--- config.mk ---
export PLATFORM = sky130hd
export DESIGN_NAME = imem_loader
export DESIGN_NICKNAME = d
export VERILOG_FILES = /design/src/rtl/imem_loader.sv
export SDC_FILE = /design/constraint.sdc
export NUM_CORES = 1
export LEC_CHECK = 0
export CELL_PAD_IN_SITES_DETAIL_PLACEMENT = 0
export CELL_PAD_IN_SITES_GLOBAL_PLACEMENT = 1
export CORE_UTILIZATION = 43
export CTS_CLUSTER_DIAMETER = 100
export DETAILED_ROUTE_END_ITERATION = 8
export GPL_ROUTABILITY_DRIVEN = 0
export GPL_TIMING_DRIVEN = 1
export PLACE_DENSITY_LB_ADDON = 0.1
export SLEW_MARGIN = 30
export SYNTH_ARGS = -nofsm -noshare
export SYNTH_HDL_FRONTEND = slang
export SYNTH_SLANG_ARGS = --single-unit
--- constraint.sdc ---
create_clock -name clk -period 4.5 [get_ports clk]
set_input_delay 0.675 -clock clk [delete_from_list [all_inputs] [get_ports clk]]
set_output_delay 0.675 -clock clk [all_outputs]
set_load 0.005 [all_outputs]
--- src/rtl/imem_loader.sv ---
// imem_loader: byte-stream program loader that writes little-endian words into instruction memory and holds the core in reset until a load succeeds
// Optional checksum byte after the data is enabled by defining IMEM_LOADER_CHECKSUM_EN.
module imem_loader #(
  parameter int          DEPTH     = 1024,
  parameter logic [31:0] BASE_ADDR = 32'h0,
  parameter int          TIMEOUT   = 65535,
  parameter bit          BOOT_HOLD = 1'b1
) (
  input  logic        clk,
  input  logic        rst,
  input  logic        start,
  input  logic        in_valid,
  input  logic [7:0]  in_data,
  output logic        in_ready,
  output logic        imem_we,
  output logic [31:0] imem_addr,
  output logic [31:0] imem_wdata,
  output logic        core_rst,
  output logic        busy,
  output logic        done,
  output logic        error
);
  localparam int IW = $clog2(DEPTH + 1);
  localparam logic [31:0] DEP = 32'(DEPTH);
  localparam logic [31:0] TO = 32'(TIMEOUT);
  typedef enum logic [2:0] {
    IDLE, LEN_LO, LEN_HI, DATA, WRITE, FIN, ERR
`ifdef IMEM_LOADER_CHECKSUM_EN
    , CHK
`endif
  } state_t;
  state_t state, state_n;
  logic [7:0]  len_lo;
  logic [15:0] len;
  logic [IW-1:0] idx;
  logic [1:0]  bcnt;
  logic [31:0] word;
  logic [31:0] idle_cnt;
  logic        err_q, crst_q;
  logic        acc, last, len_bad, timed_out;
`ifdef IMEM_LOADER_CHECKSUM_EN
  logic [7:0]  csum;
  assign in_ready = state inside {LEN_LO, LEN_HI, DATA, CHK};
`else
  assign in_ready = state inside {LEN_LO, LEN_HI, DATA};
`endif
  assign acc        = in_valid && in_ready;
  assign len_bad    = ({in_data, len_lo} == 16'd0) || ({16'd0, in_data, len_lo} > DEP);
  assign last       = 32'(idx) + 32'd1 >= {16'd0, len};
  // The idle counter only advances while a byte is being waited for.
  assign timed_out  = (TO != 32'd0) && in_ready && !acc && (idle_cnt + 32'd1 >= TO);
  assign imem_we    = state == WRITE;
  assign imem_addr  = BASE_ADDR + (32'(idx) << 2);
  assign imem_wdata = word;
  assign busy       = state != IDLE;
  assign done       = (state == FIN) || (state == ERR);
  assign error      = err_q;
  assign core_rst   = crst_q;
  always_comb begin
    state_n = state;
    case (state)
      IDLE:   state_n = start ? LEN_LO : IDLE;
      LEN_LO: state_n = acc ? LEN_HI : LEN_LO;
      LEN_HI: state_n = acc ? (len_bad ? ERR : DATA) : LEN_HI;
      DATA:   state_n = (acc && bcnt == 2'd3) ? WRITE : DATA;
`ifdef IMEM_LOADER_CHECKSUM_EN
      WRITE:  state_n = last ? CHK : DATA;
      CHK:    state_n = acc ? ((in_data == csum) ? FIN : ERR) : CHK;
`else
      WRITE:  state_n = last ? FIN : DATA;
`endif
      default: state_n = IDLE;
    endcase
    if (timed_out) state_n = ERR;
  end
  always_ff @(posedge clk or posedge rst) begin
    if (rst) begin
      state    <= IDLE;
      len_lo   <= '0;
      len      <= '0;
      idx      <= '0;
      bcnt     <= '0;
      word     <= '0;
      idle_cnt <= '0;
      err_q    <= 1'b0;
      crst_q   <= BOOT_HOLD;
`ifdef IMEM_LOADER_CHECKSUM_EN
      csum     <= '0;
`endif
    end else begin
      state <= state_n;
      if (state == IDLE && start) begin
        idx      <= '0;
        bcnt     <= '0;
        idle_cnt <= '0;
        err_q    <= 1'b0;
        crst_q   <= 1'b1;
`ifdef IMEM_LOADER_CHECKSUM_EN
        csum     <= '0;
`endif
      end
      if (acc) idle_cnt <= '0;
      else if (in_ready) idle_cnt <= idle_cnt + 32'd1;
      if (acc && state == LEN_LO) len_lo <= in_data;
      if (acc && state == LEN_HI) len <= {in_data, len_lo};
      // Shifting in from the top leaves byte0 in wdata[7:0] after four bytes.
      if (acc && state == DATA) begin
        word <= {in_data, word[31:8]};
        bcnt <= bcnt + 2'd1;
`ifdef IMEM_LOADER_CHECKSUM_EN
        csum <= csum ^ in_data;
`endif
      end
      if (state == WRITE) idx <= idx + IW'(1);
      if (state_n == ERR) err_q <= 1'b1;
      if (state_n == FIN) crst_q <= 1'b0;
    end
  end
endmodule

==> out/results.tsv <==
stage	metric	value	unit
timing	TNS Setup	0	ns
critical_path	CP Cell Sequence	ha_1, nand3_1, nor2_1, and3_1, nand3_1, xnor2_1, ha_1, a21o_1, a211o_1, a221oi_1, a211o_1, a221oi_1, o211ai_1	
cts	clock-pin slew on the worst setup and hold paths	0.08	ns
outcome	outcome	complete, no violations	
cts	setup bufs post-CTS	0	
logic_synthesis	share of the synthesized area in the top cell type	0.449	
cts	CTS buffer count	9	
final_layout	non-filler instance count after layout	828	
die	Boundary Pins	82	
global_routing	first-pass GRT wire length	21.5	mm
global_routing	total grt overflow	0	
final_layout	commonest non-fill, non-tap cells in the layout	dfrtp_1 (105), nand2_1 (69), o21ai_0 (69), clkdlybuf4s50_1 (60), mux2_2 (45)	
critical_path	Crit path arrival time	3.58	ns
drt	Starting DRT DRC Count	179	
drt	Routed Antenna Nets	0	
timing	Fin. Hold Viols	0	
logic_synthesis	Synth Instances	609	
critical_path	Largest delay share family, worst path	compound AO/OA/AOI/OAI gates	
final_layout	# fillers	1231	
logic_synthesis	FFs w/ async S/R, synth	1.00	
global_routing	Overall Global Routing Usage	0.192	
cts	worst-skew pair later-pin latency	0.35	ns
global_routing	vias in the first global route	4223	
global_routing	largest net degree at the start of global routing	48	
timing	Tcrit/Tclk final	0.734	
critical_path	slowest CP cell	dfrtp_1	
timing	Setup-failing EPs final	0	
drt	DR DRC count	0	
drt	first-pass iteration count of the detailed router	4	
logic_synthesis	syn_area_per_cell	9.60	µm²
final_layout	FF/Latch Area	0.00265	mm²
power	P per Cell Area	527	mW/mm²
die	Starting Density	0.442	
timing	Clock Skew	0.00739	ns
timing	max_slew headroom	0.430	
run	total of max-cap violations	0	
critical_path	crit-path max cell delay	0.47	ns
die	Die ar.	0.0141	mm²
power	Leak	2.93	nW
critical_path	CP Buf/Inv Count	0	
drt	total wire length	12.8	mm
critical_path	reg2reg path depth	13	
timing	RSZ-0062 raised after global routing	false	
timing	Pins Over Slew Limit	0	
placed_design	Detailed Place HPWL	8.81	mm
logic_synthesis	post-synth cell types	54	
drt	WL per Instance	15.5	µm
timing	post-layout min period	3.30	ns
critical_path	Critical Path Fanout Max	7	
min_path	Tightest Hold Check Type	reg2reg	
cts	post-CTS resize count	0	
final_layout	Final Net Count	675	
cts	H-tree levels	3	
logic_synthesis	Post-synth top flop	dfrtp_1	
global_routing	antenna violations before repair	0	
logic_synthesis	Post-synth EDFFs	0	
die	Core Area	0.0132	mm²
final_layout	area delta synth->final	16.7	%
cts	CTS root buffer	clkbuf_16	
min_path	Hold Path Stages	2	
logic_synthesis	synthesis-stage register bit count	106	
logic_synthesis	largest cells by area after synthesis	dfrtp_1 (45%), mux2_2 (8.7%), o21ai_0 (5.9%)	
placed_design	number of port buffers	60	
critical_path	Crit. End Element	register	
power	Max VDD drop	0.000267	V
timing	worst-margin pin slew	0.854	ns
placed_design	dpl cells	812	
final_layout	footprint of the multi-input gates	0.00289	mm²
die	chip width	119	µm
die	Rows	42	
logic_synthesis	sequential element share of the synthesized area	0.454	
die	Die H	119	µm
logic_synthesis	yosys synthesis warning count	0	
critical_path	Startpoint Class	register	
logic_synthesis	largest area contributor in the netlist	dfrtp_1	
final_layout	n_diodes	0	
drt	vias per cell	5.31	
logic_synthesis	Synth Cell Area	0.00585	mm²
cts	CTS Buffer Depth	2	
drt	via count	4395	
critical_path	WS Path Type	reg2reg	
timing	Max Clock Freq	303	MHz
cts	CTS tree	done	
cts	CTS sink cnt	106	
critical_path	Worst Path Required	4.77	ns
final_layout	layout cells sized above 1	0.126	
critical_path	Levels on crit path	13	
final_layout	most common cell after layout, fill and taps aside	dfrtp_1	
cts	Hold Buf Count CTS	0	
## Yosys cell counts (all sizes together), types with 3 or more instances
cell type / count
ha: 16
nor3: 11
a21o: 4
dfrtp: 105
o211ai: 3
inv: 22
and3: 8
xor2: 12
buf: 30
nand4: 15
nand3: 32
nor3b: 3
and2: 7
o31ai: 9
nand2: 69
and4: 6
nor4: 7
o21ai: 69
a21oi: 11
o41ai: 6
clkbuf: 29
nor2b: 3
or3: 4
nor2: 34
a31oi: 7
mux2: 45
xnor2: 15
## metrics by stage
stage | area [µm²] | hold WS [ns] | power [W] | utilization | worst slack, ns
3_5_place_dp | 6480 | 0.460 | 0.00274 | 0.490 | 1.23
5_1_grt | 6820 | 0.503 | 0.00384 | 0.515 | 0.798
2_1_floorplan | 5920 | 0.449 | 0.00217 | - | 1.04
3_3_place_gp | 6480 | 0.462 | 0.00270 | 0.490 | 1.39
4_1_cts | 6820 | 0.472 | 0.00364 | 0.515 | 1.19
6_report | 6820 | 0.471 | 0.00360 | 0.515 | 1.20
## where the power goes
part	switching, W	internal, W	total (W)	leakage (nW)
Sequential	0.000221	0.00123	0.00146	1.38
Combinational	0.000578	0.000675	0.00125	1.40
Clock	0.000389	0.000500	0.000889	0.158
Total	0.00119	0.00241	0.00360	2.93
## worst min-delay path: cells and delay by family, from the launching register on
family / cells / cell delay, ns
compound gates: 1 / 0.05
buf+inv: 1 / 0.04
flops: 1 / 0.38
## path summary, 6_finish.rpt
path	from	end	slack [ns]
max	idx[0]	error	1.20
min	core_rst	core_rst	0.47
max reg2reg	idx[0]	error	1.20
min reg2reg	core_rst	core_rst	0.47
max in group asynchronous	rst	core_rst	2.89
min in group asynchronous	rst	imem_wdata[4]	0.75
## cells by family after synthesis
| logic type | share of synthesized area |
|---|---|
| compound gates | 0.128 |
| xor+xnor | 0.0404 |
| fa+ha+maj | 0.0342 |
| buf+inv | 0.0689 |
| flops | 0.454 |
| mux | 0.0901 |
| other cells | 0.000641 |
| simple gates | 0.184 |
## layer usage
metal	part of all wire	global-route usage
met3	0.024	0.0439
met1	0.46	0.245
met4	0.011	0.0459
met2	0.51	0.327
met5	0	0
## registers in the layout, summed over array words and instances, names as in the netlist
signal	flops
bcnt	2
core_rst	1
error	1
idle_cnt	32
idx	11
imem_wdata	32
len	16
len_lo	8
state	3
## layout make-up
class	instances	share of cell area
Clock buffer	9	0.0330
Clock inverter	7	0.0160
Inverter	22	0.0125
Multi-Input combinational cell	442	0.423
Sequential cell	106	0.389
Tap cell	176	0.0323
Timing Repair Buffer	66	0.0946
No activity file was read; power rests on OpenSTA's default activity.
